**config.mk**
```make
export PLATFORM = sky130hd
export DESIGN_NAME = key_repeat_flat
export DESIGN_NICKNAME = d
export VERILOG_FILES = /design/src/rtl/key_repeat_pkg.sv /design/src/rtl/key_repeat_if.sv /design/src/rtl/key_repeat.sv /design/src/flat_wrapper.sv
export SDC_FILE = /design/constraint.sdc
export NUM_CORES = 1
export LEC_CHECK = 0
export ABC_AREA = 1
export CORE_MARGIN = 2
export CORE_UTILIZATION = 68
export CTS_BUF_LIST = sky130_fd_sc_hd__clkbuf_8
export CTS_CLUSTER_DIAMETER = 150
export DETAILED_ROUTE_END_ITERATION = 12
export HOLD_SLACK_MARGIN = 0.06
export PLACE_DENSITY = 0.88
export SYNTH_ARGS = -nofsm -noshare
export SYNTH_HDL_FRONTEND = slang
export SYNTH_SLANG_ARGS = --single-unit
```
**constraint.sdc**
```tcl
create_clock -name clk -period 3.9 [get_ports clk]
set_input_delay 0.585 -clock clk [delete_from_list [all_inputs] [get_ports clk]]
set_output_delay 0.585 -clock clk [all_outputs]
set_load 0.005 [all_outputs]
```
**src/rtl/key_repeat_pkg.sv**
```systemverilog
// Shared definitions for key_repeat: state encoding, default timing, accel threshold.
// Latency: n/a (types and constants only).
// Backpressure: n/a.
package key_repeat_pkg;

  // Tracker states; encodings are fixed so debug probes read consistently.
  typedef enum logic [1:0] {
    ST_IDLE   = 2'd0,
    ST_DELAY  = 2'd1,
    ST_REPEAT = 2'd2
  } state_t;

  // Defaults for the 100 MHz system clock: 167 ms DAS, 33 ms ARR.
  localparam int unsigned DAS_CYCLES_DEFAULT = 16_700_000;
  localparam int unsigned ARR_CYCLES_DEFAULT = 3_300_000;
  localparam int unsigned CNT_W_DEFAULT      = 25;

  // Number of repeat strobes in one hold before the interval halves (accel builds).
  localparam logic [3:0] ACCEL_THRESH = 4'd8;

endpackage

```
**src/rtl/key_repeat_if.sv**
```systemverilog
// Key event bundle between the debouncer side (master) and key_repeat (slave).
// Latency: n/a (wiring only).
// Backpressure: none; pulses and strobes are fire-and-forget.
interface key_repeat_if;

  logic press;   // one-cycle pulse, key went down
  logic rel;     // one-cycle pulse, key went up
  logic cancel;  // synchronous abort to idle
  logic fire;    // registered one-cycle move strobe
  logic held;    // registered level, key press being tracked

  modport master (
    output press,
    output rel,
    output cancel,
    input  fire,
    input  held
  );

  modport slave (
    input  press,
    input  rel,
    input  cancel,
    output fire,
    output held
  );

endinterface

```
**src/rtl/key_repeat.sv**
```systemverilog
// Delayed auto-shift: one strobe on press, then repeats every ARR after a DAS wait.
// Latency: press sampled at edge N -> fire high the cycle after edge N; all outputs registered.
// Backpressure: none; strobes are never stalled. Macro KEY_REPEAT_ACCEL_EN halves ARR after 8 repeats.
module key_repeat
  import key_repeat_pkg::*;
#(
  parameter int unsigned DAS_CYCLES = DAS_CYCLES_DEFAULT,
  parameter int unsigned ARR_CYCLES = ARR_CYCLES_DEFAULT,
  parameter int unsigned CNT_W      = CNT_W_DEFAULT
) (
  input  logic         clk,
  input  logic         rst_n,
  key_repeat_if.slave  kif
);

  // Terminal counts are CNT_W-bit constants so the compare stays unsigned and width-exact.
  localparam logic [CNT_W-1:0] DAS_TC = CNT_W'(DAS_CYCLES - 1);
  localparam logic [CNT_W-1:0] ARR_TC = CNT_W'(ARR_CYCLES - 1);

`ifdef KEY_REPEAT_ACCEL_EN
  // Fast interval is ARR/2, but never below 2 so fire cannot go high on back-to-back cycles.
  localparam int unsigned       ARR_FAST = ((ARR_CYCLES >> 1) < 2) ? 2 : (ARR_CYCLES >> 1);
  localparam logic [CNT_W-1:0]  FAST_TC  = CNT_W'(ARR_FAST - 1);
`endif

  state_t           state_q, state_d;
  logic [CNT_W-1:0] cnt_q,   cnt_d;
  logic             fire_q,  fire_d;
  logic             held_q,  held_d;
  logic [CNT_W-1:0] rep_tc;

`ifdef KEY_REPEAT_ACCEL_EN
  logic [3:0]       rep_q,   rep_d;

  // Repeat interval shortens once enough strobes have fired in this hold.
  assign rep_tc = (rep_q == ACCEL_THRESH) ? FAST_TC : ARR_TC;
`else
  assign rep_tc = ARR_TC;
`endif

  // State register.
  always_ff @(posedge clk or negedge rst_n) begin
    if (!rst_n) begin
      state_q <= ST_IDLE;
    end else begin
      state_q <= state_d;
    end
  end

  // Interval counter and registered outputs.
  always_ff @(posedge clk or negedge rst_n) begin
    if (!rst_n) begin
      cnt_q  <= '0;
      fire_q <= 1'b0;
      held_q <= 1'b0;
    end else begin
      cnt_q  <= cnt_d;
      fire_q <= fire_d;
      held_q <= held_d;
    end
  end

`ifdef KEY_REPEAT_ACCEL_EN
  // Saturating count of auto-repeat strobes within the current hold.
  always_ff @(posedge clk or negedge rst_n) begin
    if (!rst_n) begin
      rep_q <= '0;
    end else begin
      rep_q <= rep_d;
    end
  end
`endif

  // Next-state logic: cancel > release > press > counting.
  always_comb begin
    state_d = state_q;
    cnt_d   = cnt_q;
    fire_d  = 1'b0;
    held_d  = held_q;
`ifdef KEY_REPEAT_ACCEL_EN
    rep_d   = rep_q;
`endif

    if (kif.cancel || kif.rel) begin
      // Release also beats a same-cycle press or a coinciding terminal count.
      state_d = ST_IDLE;
      cnt_d   = '0;
      held_d  = 1'b0;
`ifdef KEY_REPEAT_ACCEL_EN
      rep_d   = '0;
`endif
    end else if (kif.press) begin
      // Fresh press or re-press restarts DAS. If a strobe went out last cycle the new
      // one is swallowed, keeping fire from ever being high on two consecutive cycles.
      state_d = ST_DELAY;
      cnt_d   = '0;
      held_d  = 1'b1;
      fire_d  = ~fire_q;
`ifdef KEY_REPEAT_ACCEL_EN
      rep_d   = '0;
`endif
    end else begin
      unique case (state_q)
        ST_DELAY: begin
          if (cnt_q == DAS_TC) begin
            state_d = ST_REPEAT;
            cnt_d   = '0;
            fire_d  = 1'b1;
`ifdef KEY_REPEAT_ACCEL_EN
            if (rep_q != ACCEL_THRESH) rep_d = rep_q + 4'd1;
`endif
          end else begin
            cnt_d = cnt_q + CNT_W'(1);
          end
        end
        ST_REPEAT: begin
          if (cnt_q == rep_tc) begin
            cnt_d  = '0;
            fire_d = 1'b1;
`ifdef KEY_REPEAT_ACCEL_EN
            if (rep_q != ACCEL_THRESH) rep_d = rep_q + 4'd1;
`endif
          end else begin
            cnt_d = cnt_q + CNT_W'(1);
          end
        end
        default: begin
          // IDLE, and recovery from the unused encoding.
          state_d = ST_IDLE;
          cnt_d   = '0;
          held_d  = 1'b0;
        end
      endcase
    end
  end

  // Outputs come straight from flops.
  always_comb begin
    kif.fire = fire_q;
    kif.held = held_q;
  end

endmodule
```
**src/flat_wrapper.sv**
```systemverilog
// flat-port wrapper written by rule: the top's interface ports become plain ports
module key_repeat_flat import key_repeat_pkg::*;
#(
  parameter int unsigned DAS_CYCLES = DAS_CYCLES_DEFAULT,
  parameter int unsigned ARR_CYCLES = ARR_CYCLES_DEFAULT,
  parameter int unsigned CNT_W      = CNT_W_DEFAULT
)
  (clk, rst_n, kif_press, kif_rel, kif_cancel, kif_fire, kif_held);
  key_repeat_if kif_i ();
  input  logic clk;
  input  logic rst_n;
  input wire logic [$bits(kif_i.press)-1:0] kif_press;
  input wire logic [$bits(kif_i.rel)-1:0] kif_rel;
  input wire logic [$bits(kif_i.cancel)-1:0] kif_cancel;
  output wire logic [$bits(kif_i.fire)-1:0] kif_fire;
  output wire logic [$bits(kif_i.held)-1:0] kif_held;
  assign kif_i.press = kif_press;
  assign kif_i.rel = kif_rel;
  assign kif_i.cancel = kif_cancel;
  assign kif_fire = kif_i.fire;
  assign kif_held = kif_i.held;
  key_repeat #(.DAS_CYCLES(DAS_CYCLES), .ARR_CYCLES(ARR_CYCLES), .CNT_W(CNT_W)) u_core (.clk(clk), .rst_n(rst_n), .kif(kif_i));
endmodule
```
==> results.tsv <==
stage	metric	value	unit
layout	final instance area	0.002003	mm²
synthesis	post-synthesis register bit count	29	
pwr	Static Leakage	0.8977	nW
worst_hold_path	HP Class	reg -> reg	
pwr	peak supply drop	287.9	µV
floorplan	I/O pin count	7	
sta	Worst Clk Skew	0.01071	ns
sta	final hold slack	0.4596	ns
clock_tree	PostCTS Resize Cnt	0	
route	# DRC	0	
critical_path	crit path from	kif_rel	
clock_tree	hold buffer count at cts	0	
placement	number of port buffers	6	
synthesis	async set-reset flop share out of synthesis	1.000	
sta	fin crit period	1.797	ns
synthesis	post-synth net total	273	
clock_tree	CTS clk-pin slew, worst paths	0.06	ns
sta	Slew headroom	0.2387	
layout	Layout area overhead	9.657	%
synthesis	Post-Syn Instances	265	
global_route	total gr overflow	0	
global_route	vias in the first global route	1560	
layout	Cell Count, Final, Fillers Out	308	
clock_tree	CTS buffer count	5	
placement	Setup WS pre-CTS	1.815	ns
critical_path	CP Data Required Time	4.10	ns
route	Vias	1672	
critical_path	critical-path maximum fanout	25	
sta	RSZ-0062 raised after global routing	false	
synthesis	Post-synth EDFFs	0	
placement	Post-DP HPWL	2824	µm
critical_path	Reg2Reg Depth	10	
floorplan	Core ar.	0.002522	mm²
sta	final worst-path cycle share	0.4609	
sta	Setup WS post-layout	2.103	ns
clock_tree	worst-case clock buffer depth	2	
synthesis	Synth warnings	0	
floorplan	height of the die	55.83	µm
global_route	global-route wire length before repair	7038	µm
critical_path	crit path DAT	2.00	ns
synthesis	Mapped Area	0.001827	mm²
job	max_cap viols	0	
route	Iter 0 DRT Violations	85	
floorplan	die area	0.003117	mm²
route	drt via density	5.429	
critical_path	Critical Path Sink	u_core.cnt_q[7]$_DFF_PN0_	
layout	Post-Route Utilization	0.7941	
placement	Placer Congestion	0.8729	
clock_tree	buffer count from post-CTS setup fixing	0	
global_route	initial antenna violation count	0	
global_route	Global Route Usage Sum	0.2912	
clock_tree	H-tree depth	2	
synthesis	distinct cell type count of the synthesized netlist	22	
clock_tree	Sink Count	29	
synthesis	Avg Cell Area, Syn	6.893	µm²
critical_path	Crit Path Class	in -> reg	
synthesis	prevailing post-synth register cell	dfrtp_1	
floorplan	die extent in x	55.83	µm
sta	final setup violation count	0	
synthesis	cell taking the most area after synthesis	dfrtp_1	
sta	Final Hold Viols	0	
clock_tree	Worst-Skew Late Latency	0.28	ns
sta	Fin Setup TNS	0	ns
layout	layout cells sized above 1	0.08273	
layout	antenna cells	0	
critical_path	R2R Setup Slk	2.12	ns
critical_path	end of the worst register-to-register path	u_core.cnt_q[7]$_DFF_PN0_	
layout	Layout Nets	286	
run_status	status	completed	
critical_path	FF-to-FF Start	u_core.cnt_q[0]$_DFF_PN0_	
synthesis	synth top area cells	dfrtp_1 (40%), nand2_1 (15%), nor2_1 (13%), inv_1 (7.0%), nand3_1 (5.8%)	
floorplan	# rows	18	
layout	commonest non-fill, non-tap cell in the layout	nand2_1	
synthesis	Seq/Total Area, Yosys	0.3973	
critical_path	Worst setup EP type	flop	
layout	commonest non-fill, non-tap cells in the layout	nand2_1 (72), nor2_1 (61), inv_1 (35)	
route	WL/cell	12.81	µm
sta	fmax	556.4	MHz
route	Initial DRT Pass Iterations	5	
route	WL final	3945	µm
synthesis	Synth top area share	0.3973	
sta	Slew Limit Fails	0	
route	DRT antenna net count	0	
placement	placed cell count	301	
pwr	cell area power density	281.9	mW/mm²
global_route	largest net degree at the start of global routing	27	
pwr	Power Total	564.7	µW
sta	transition time at the pin with the least slew margin	1.138	ns
clock_tree	root buffer cell	clkbuf_8	
critical_path	Setup crit start kind	input port	
floorplan	Initial Util	0.7242	
placement	placed instance area	0.001917	mm²
clock_tree	TritonCTS clock tree	yes	
power breakdown:
group          leakage, nW  switching, mW  internal [mW]
clock network       0.0485          0.106          0.137
logic                0.445         0.0104        0.00832
registers            0.404       0.000768          0.302
total                0.898          0.117          0.448
Yosys cell counts (2+ instances only):
cell      count
buf_6         2
dfrtp_1      29
ha_1          3
inv_1        34
nand2_1      72
nand2_2       5
nand3_1      21
nand4_1       4
nor2_1       61
nor2_2        4
nor2_4        2
nor3_1        4
o21ai_0       3
o21bai_1      2
xnor2_1       3
xor2_1       10
sequential cells by signal, summed over array words and instances (netlist names):
| signal | flops |
|---|---|
| u_core.kif.fire | 1 |
| u_core.cnt_q | 25 |
| u_core.state_q | 2 |
| u_core.kif.held | 1 |
metal layers:
| metal | global-route usage | up-vias | wire length, µm |
|---|---|---|---|
| met3 | 0.07442 | 13 | 296 |
| li1 | - | 836 | - |
| met2 | 0.4643 | 75 | 1820 |
| met4 | 0.1190 | 0 | 121 |
| met5 | 0 | - | 0 |
| met1 | 0.3789 | 748 | 1707 |
cells by family after synthesis:
| group | after synthesis | share of synthesized area |
|---|---|---|
| xor+xnor | 13 | 0.06233 |
| fa+ha+maj | 3 | 0.02055 |
| flops | 29 | 0.3973 |
| simple gates | 176 | 0.4137 |
| compound gates | 7 | 0.02191 |
| buf+inv | 37 | 0.08424 |
layout make-up:
| type | count | area [µm²] |
|---|---|---|
| Timing Repair Buffer | 8 | 75.07 |
| Multi-Input combinational cell | 199 | 947.2 |
| Clock buffer | 6 | 82.58 |
| Inverter | 35 | 131.4 |
| Fill cell | 189 | 519.2 |
| Sequential cell | 29 | 725.7 |
| Tap cell | 30 | 37.54 |
| Clock inverter | 1 | 3.754 |
how the worst min path moves through the flow:
stage                                          from                   endpoint  slack, ns  cells past startpoint
final                     u_core.cnt_q[0]$_DFF_PN0_  u_core.cnt_q[0]$_DFF_PN0_       0.46                      1
after global routing      u_core.cnt_q[0]$_DFF_PN0_  u_core.cnt_q[0]$_DFF_PN0_       0.48                      1
after CTS                 u_core.cnt_q[0]$_DFF_PN0_  u_core.cnt_q[0]$_DFF_PN0_       0.46                      1
after detailed placement  u_core.cnt_q[0]$_DFF_PN0_  u_core.cnt_q[0]$_DFF_PN0_       0.46                      1
after global placement    u_core.cnt_q[0]$_DFF_PN0_  u_core.cnt_q[0]$_DFF_PN0_       0.45                      1
after floorplan                               rst_n  u_core.cnt_q[0]$_DFF_PN0_       0.29                      0
critical path, stage by stage:
cell             delay, ns
clkdlybuf4s50_1       0.40
nor2_1                0.14
inv_1                 0.05
nor2_1                0.11
inv_1                 0.06
nor2_1                0.23
nand2_4               0.23
nor2_1                0.19
Power figures use the tool's default switching activity.
